**config.mk**
```make
export PLATFORM = sky130hd
export DESIGN_NAME = mp_skip_add_ctrl_flat
export DESIGN_NICKNAME = d
export VERILOG_FILES = /design/src/rtl/mp_skip_add_ctrl_if.sv /design/src/rtl/mp_skip_add_ctrl.sv /design/src/flat_wrapper.sv
export SDC_FILE = /design/constraint.sdc
export NUM_CORES = 1
export LEC_CHECK = 0
export BUFFER_PORTS_ARGS = -buffer_cell sky130_fd_sc_hd__buf_2
export CELL_PAD_IN_SITES_DETAIL_PLACEMENT = 1
export CELL_PAD_IN_SITES_GLOBAL_PLACEMENT = 2
export CORE_MARGIN = 10
export CORE_UTILIZATION = 32
export CTS_CLUSTER_SIZE = 8
export DETAILED_ROUTE_END_ITERATION = 10
export GPL_TIMING_DRIVEN = 0
export MAX_ROUTING_LAYER = met4
export PLACE_DENSITY_LB_ADDON = 0.2
export SYNTH_ARGS = -nofsm -noshare
export SYNTH_HDL_FRONTEND = slang
export SYNTH_SLANG_ARGS = --single-unit
```
**constraint.sdc**
```tcl
create_clock -name clk -period 6.1 [get_ports clk]
set_clock_uncertainty 0.05 [all_clocks]
set_input_delay 1.22 -clock clk [delete_from_list [all_inputs] [get_ports clk]]
set_output_delay 1.22 -clock clk [all_outputs]
set_load 0.005 [all_outputs]
```
**src/rtl/mp_skip_add_ctrl_if.sv**
```systemverilog
// Request/response bundle for mp_skip_add_ctrl: operands and start in, sum, carry and status out.
// MP_SKIP_ADD_SUB_EN adds the SUB select alongside the operands.
interface mp_skip_add_ctrl_if #(parameter int NWORDS = 4);
    logic                  start;
    logic [8*NWORDS-1:0]   A;
    logic [8*NWORDS-1:0]   B;
    logic                  CIN;
`ifdef MP_SKIP_ADD_SUB_EN
    logic                  SUB;
`endif
    logic                  busy;
    logic                  done;
    logic [8*NWORDS-1:0]   S;
    logic                  COUT;

`ifdef MP_SKIP_ADD_SUB_EN
    modport master (output start, A, B, CIN, SUB, input busy, done, S, COUT);
    modport slave  (input start, A, B, CIN, SUB, output busy, done, S, COUT);
`else
    modport master (output start, A, B, CIN, input busy, done, S, COUT);
    modport slave  (input start, A, B, CIN, output busy, done, S, COUT);
`endif
endinterface

```
**src/rtl/mp_skip_add_ctrl.sv**
```systemverilog
// Multi-precision adder: walks NWORDS operand bytes LSB-first through one 8-bit carry-skip slice.
// Build option MP_SKIP_ADD_SUB_EN enables A-B via the SUB input.
//
// state | meaning
// IDLE  | waiting for start; S/COUT hold the last result
// RUN   | one byte per cycle through the slice, carry chained in carry_q
// DONE  | one-cycle done pulse, result valid
module mp_skip_add_ctrl #(
    parameter int NWORDS = 4
) (
    input  logic              clk,
    input  logic              rst,
    mp_skip_add_ctrl_if.slave bus
);
    localparam int W  = 8 * NWORDS;
    localparam int CW = $clog2(NWORDS);

    typedef enum logic [1:0] {IDLE, RUN, DONE} state_t;

    state_t          state_q, state_d;
    logic [W-1:0]    a_q, a_d, b_q, b_d, s_q, s_d;
    logic [CW-1:0]   cnt_q, cnt_d;
    logic            carry_q, carry_d;
    logic            cout_q, cout_d;
    logic            busy_q, busy_d;
    logic            done_q, done_d;
    logic [7:0]      a_byte, b_byte;
    logic [8:0]      slice;
`ifdef MP_SKIP_ADD_SUB_EN
    logic            sub_q, sub_d;
`endif

    // Two 4-bit ripple groups; a group whose bits all propagate forwards its carry-in directly.
    function automatic logic [8:0] skip_add8(input logic [7:0] a, input logic [7:0] b,
                                             input logic cin);
        logic [7:0] sum;
        logic       gc, rc, p;
        sum = '0;
        gc  = cin;
        for (int g = 0; g < 2; g++) begin
            rc = gc;
            p  = 1'b1;
            for (int i = 4 * g; i < 4 * g + 4; i++) begin
                sum[i] = a[i] ^ b[i] ^ rc;
                rc     = (a[i] & b[i]) | ((a[i] ^ b[i]) & rc);
                p      = p & (a[i] ^ b[i]);
            end
            gc = rc | (p & gc);
        end
        return {gc, sum};
    endfunction

    always_comb begin
        a_byte = a_q[{cnt_q, 3'b000} +: 8];
`ifdef MP_SKIP_ADD_SUB_EN
        b_byte = sub_q ? ~b_q[{cnt_q, 3'b000} +: 8] : b_q[{cnt_q, 3'b000} +: 8];
`else
        b_byte = b_q[{cnt_q, 3'b000} +: 8];
`endif
        slice  = skip_add8(a_byte, b_byte, carry_q);
    end

    always_comb begin
        state_d = state_q;
        a_d     = a_q;
        b_d     = b_q;
        s_d     = s_q;
        cnt_d   = cnt_q;
        carry_d = carry_q;
        cout_d  = cout_q;
        busy_d  = busy_q;
        done_d  = done_q;
`ifdef MP_SKIP_ADD_SUB_EN
        sub_d   = sub_q;
`endif
        case (state_q)
            IDLE: begin
                if (bus.start) begin
                    a_d     = bus.A;
                    b_d     = bus.B;
                    cnt_d   = '0;
`ifdef MP_SKIP_ADD_SUB_EN
                    sub_d   = bus.SUB;
                    carry_d = bus.SUB ? 1'b1 : bus.CIN;
`else
                    carry_d = bus.CIN;
`endif
                    busy_d  = 1'b1;
                    state_d = RUN;
                end
            end
            RUN: begin
                s_d[{cnt_q, 3'b000} +: 8] = slice[7:0];
                carry_d = slice[8];
                if (cnt_q == CW'(NWORDS - 1)) begin
                    cout_d  = slice[8];
                    cnt_d   = '0;
                    busy_d  = 1'b0;
                    done_d  = 1'b1;
                    state_d = DONE;
                end else begin
                    cnt_d = cnt_q + CW'(1);
                end
            end
            DONE: begin
                done_d  = 1'b0;
                state_d = IDLE;
            end
            default: begin
                busy_d  = 1'b0;
                done_d  = 1'b0;
                state_d = IDLE;
            end
        endcase
    end

    always_ff @(posedge clk) begin
        if (rst) begin
            state_q <= IDLE;
            a_q     <= '0;
            b_q     <= '0;
            s_q     <= '0;
            cnt_q   <= '0;
            carry_q <= 1'b0;
            cout_q  <= 1'b0;
            busy_q  <= 1'b0;
            done_q  <= 1'b0;
`ifdef MP_SKIP_ADD_SUB_EN
            sub_q   <= 1'b0;
`endif
        end else begin
            state_q <= state_d;
            a_q     <= a_d;
            b_q     <= b_d;
            s_q     <= s_d;
            cnt_q   <= cnt_d;
            carry_q <= carry_d;
            cout_q  <= cout_d;
            busy_q  <= busy_d;
            done_q  <= done_d;
`ifdef MP_SKIP_ADD_SUB_EN
            sub_q   <= sub_d;
`endif
        end
    end

    assign bus.busy = busy_q;
    assign bus.done = done_q;
    assign bus.S    = s_q;
    assign bus.COUT = cout_q;
endmodule

```
**src/flat_wrapper.sv**
```systemverilog
// flat-port wrapper written by rule: the top's interface ports become plain ports
module mp_skip_add_ctrl_flat 
#(
    parameter int NWORDS = 4
)
  (clk, rst, bus_start, bus_A, bus_B, bus_CIN, bus_busy, bus_done, bus_S, bus_COUT);
  mp_skip_add_ctrl_if #(.NWORDS(NWORDS)) bus_i ();
  input  logic clk;
  input  logic rst;
  input wire logic [$bits(bus_i.start)-1:0] bus_start;
  input wire logic [$bits(bus_i.A)-1:0] bus_A;
  input wire logic [$bits(bus_i.B)-1:0] bus_B;
  input wire logic [$bits(bus_i.CIN)-1:0] bus_CIN;
  output wire logic [$bits(bus_i.busy)-1:0] bus_busy;
  output wire logic [$bits(bus_i.done)-1:0] bus_done;
  output wire logic [$bits(bus_i.S)-1:0] bus_S;
  output wire logic [$bits(bus_i.COUT)-1:0] bus_COUT;
  assign bus_i.start = bus_start;
  assign bus_i.A = bus_A;
  assign bus_i.B = bus_B;
  assign bus_i.CIN = bus_CIN;
  assign bus_busy = bus_i.busy;
  assign bus_done = bus_i.done;
  assign bus_S = bus_i.S;
  assign bus_COUT = bus_i.COUT;
  mp_skip_add_ctrl #(.NWORDS(NWORDS)) u_core (.clk(clk), .rst(rst), .bus(bus_i));
endmodule
```
==> metrics.txt <==
fillcell total 1,738; R2R setup slack 890 ps; DRT iter0 DRCs 203; Core Region 14,400 sq um; post-cts resize count 0; top cells by area, synth dfxtp_1 45%, nand2_1 10%, a21oi_1 8.1%, mux4_2 7.7%, a32oi_1 4.5%; overall routed net length about 15 mm; H-tree depth 3; Slew headroom 57.3%; CP Capture Type flop; crit path max fanout 10; Crit-path slowest cell fa_1; CTS tree built; Hold Fails Final Rpt 0; Leak 0.00235 uW; CP max stage delay about 530 ps; port buffer count 102; clock sink count roughly 100; vias in the first global route 4,381; cell area after synthesis 4650 sq um; Antenna Cells 0; die width 141 microns; WP buf/inv 4; routability cong. 0.829; Worst Path Required 6280 ps; CTS max path bufs 2; GRT Resource Usage Total 15.8%; worst path arrival time 5390 ps; sequential area share after synthesis around 45%; DRC 0; Critical Path Stages 16; post-DP HPWL 11.7 mm; Syn Inst Count 507; row count 44; Power, Total between 1000 and 1500 uW; crit start category flop; Hold Path Origin u_core.bus.S[11]; # IOs 103; Area growth, synth to finish 21.5%; Cells on Worst Hold Path 2; Mean Syn Cell Area 9.18 sq um; Pwr Density 259 nW/um^2; drt pass-1 iters 4; Worst Hold Slack 403 ps; first-pass GRT wire length between 20 and 25 mm; Pint ~1100 uW; share of cells above drive strength 1 a little over a quarter; root buf cell clkbuf_16; initial antenna violation count 0; crit-path most repeated cell fa_1; Vias/cell 5.02; Crit Reg-Reg Startpoint u_core.cnt_q[1]; placed insts 793; crit path cell chain buf_2 -> buf_2 -> mux4_2 -> fa_1 -> inv_1 -> fa_1 -> fa_1 -> fa_1 -> o21a_1 -> fa_1 -> fa_1 -> fa_1 -> inv_1 -> fa_1 -> a32oi_1 -> nor2_1; Net Switching roughly 390 uW; hold crit path type flop to flop; switch share 26.4%; via count 4,044; Period minus WS final 5210 ps; CTS hold repair buffers 0; worst vdd ir around 130 uV; Reg2Reg Depth 16; maxcap violations 0; Clock Latency Late Sink 350 ps; Layout Cells excl Fill 806; cts bufs inserted 9; Setup Total Neg Slack 0 ps; outcome finished clean; Top FF cell, synth dfxtp_1; Post-synth EDFFs 0; Core Util, Final 39.4%; Yosys reg bits between 100 and 150; grt total ovfl 0; Final ANT Viol Nets 0; Synth top area share 44.8%; CP delay by family, top adder cells; Crit Path Category flop to flop; Post-synth ARST share 0%; reg2reg end u_core.bus.S[7]; top-count cell post-synth nand2_1; number of distinct library cells after synthesis 37; Clk pin slew, worst setup/hold paths 70 ps; Fmax between 150 and 200 MHz; final net count 710; Syn Nets 597; Starting Density 32.4%; Clock power frac 36.5%; Reg power frac between 40% and 50%; Final Cycle Share 85.5%; Max Slew Vio Count 0; Setup violations, final 0; logic gate share of total power between 10% and 20%; leading cell types by count after synthesis 127 x nand2_1, 104 x dfxtp_1, 75 x a21oi_1, 27 x nor2_1; largest net degree at the start of global routing 15; post-DR wirelength/cell 19.0 microns; Post-CTS Setup Inserts 0; WHS Endpoint u_core.bus.S[11]; die area a little under 20,000 sq um; RSZ-0062 raised after global routing no; worst-margin pin slew 640 ps; Die H 141 microns; Synth Warn # 0; Synth area leader dfxtp_1
logic make-up after synthesis:
family                   Yosys count  synth area share (%)
AND/OR/NAND/NOR                  194                  18.8
buffers and inverters             63                  7.42
adder cells (fa/ha/maj)           22                  7.21
flip-flops                       104                  44.8
AO/OA/AOI/OAI                    107                  13.9
multiplexers                      17                  7.96
power groups by stage:
stage	Combinational, uW	Sequential (uW)	Clock (uW)
finish	206	726	535
detailed placement	209	741	0
global route	230	729	576
floorplan	126	734	0
global placement	205	739	0
CTS	211	726	546
cells in the final DEF, fill, tap and decap left out, types with 3 or more instances in the layout:
| master | instances |
|---|---|
| nand2_2 | 10 |
| ha_1 | 14 |
| mux4_2 | 16 |
| clkbuf_16 | 9 |
| fa_1 | 8 |
| inv_1 | 24 |
| and3b_1 | 3 |
| nand3b_1 | 4 |
| a32oi_1 | 24 |
| nor2b_1 | 3 |
| buf_2 | 108 |
| dfxtp_1 | 104 |
| nand2_1 | 127 |
| clkbuf_1 | 14 |
| nor2_1 | 27 |
| buf_1 | 3 |
| a21oi_1 | 75 |
| nand4_1 | 8 |
| buf_4 | 7 |
| buf_6 | 10 |
registers in the layout, indices dropped and copies added, names as in the netlist:
register         count
u_core.cnt_q         2
u_core.bus.S        32
u_core.state_q       2
u_core.bus.done      1
u_core.b_q          32
u_core.a_q          32
u_core.carry_q       1
u_core.bus.COUT      1
u_core.bus.busy      1
tightest hold or removal path, cell delays in order (launching register included):
cell	delay, ps
dfxtp_1	310
nand2_1	50
a21oi_1	50
cell type report:
type                            instances  area (sq um)  share of cell area [%]
Clock inverter                          1          5.00                  0.0885
Sequential cell                       104          2080                    36.8
Clock buffer                           12           256                    4.54
Tap cell                              184           230                    4.07
Buffer                                 39           255                    4.51
Inverter                               24          90.1                    1.59
Timing Repair Buffer                  102           510                    9.03
Multi-Input combinational cell        340          2220                    39.3
worst max path at each step:
stage | startpoint | end | slack [ps]
global placement | u_core.cnt_q[1] | u_core.bus.S[31] | 970
global route | u_core.cnt_q[1] | u_core.bus.S[7] | 640
floorplan | u_core.cnt_q[1] | u_core.bus.S[31] | 1580
detailed placement | u_core.cnt_q[1] | u_core.bus.S[31] | 860
CTS | u_core.cnt_q[1] | u_core.bus.S[31] | 840
finish | u_core.cnt_q[1] | u_core.bus.S[7] | 890
per-layer routing:
layer,global-route usage (%),routed length (microns),vias to the layer above
met5,-,0,-
met4,4.73,164,0
met3,2.65,575,10
met2,26.2,7550,100
met1,19.2,7030,1981
li1,-,-,1953
per-stage QoR:
step	worst slack, ps	instance area [sq um]
after floorplan	1580	4650
after global placement	965	5390
after detailed placement	864	5390
after CTS	842	5650
after global routing	636	5650
final	885	5650
Power figures use the tool's default switching activity.
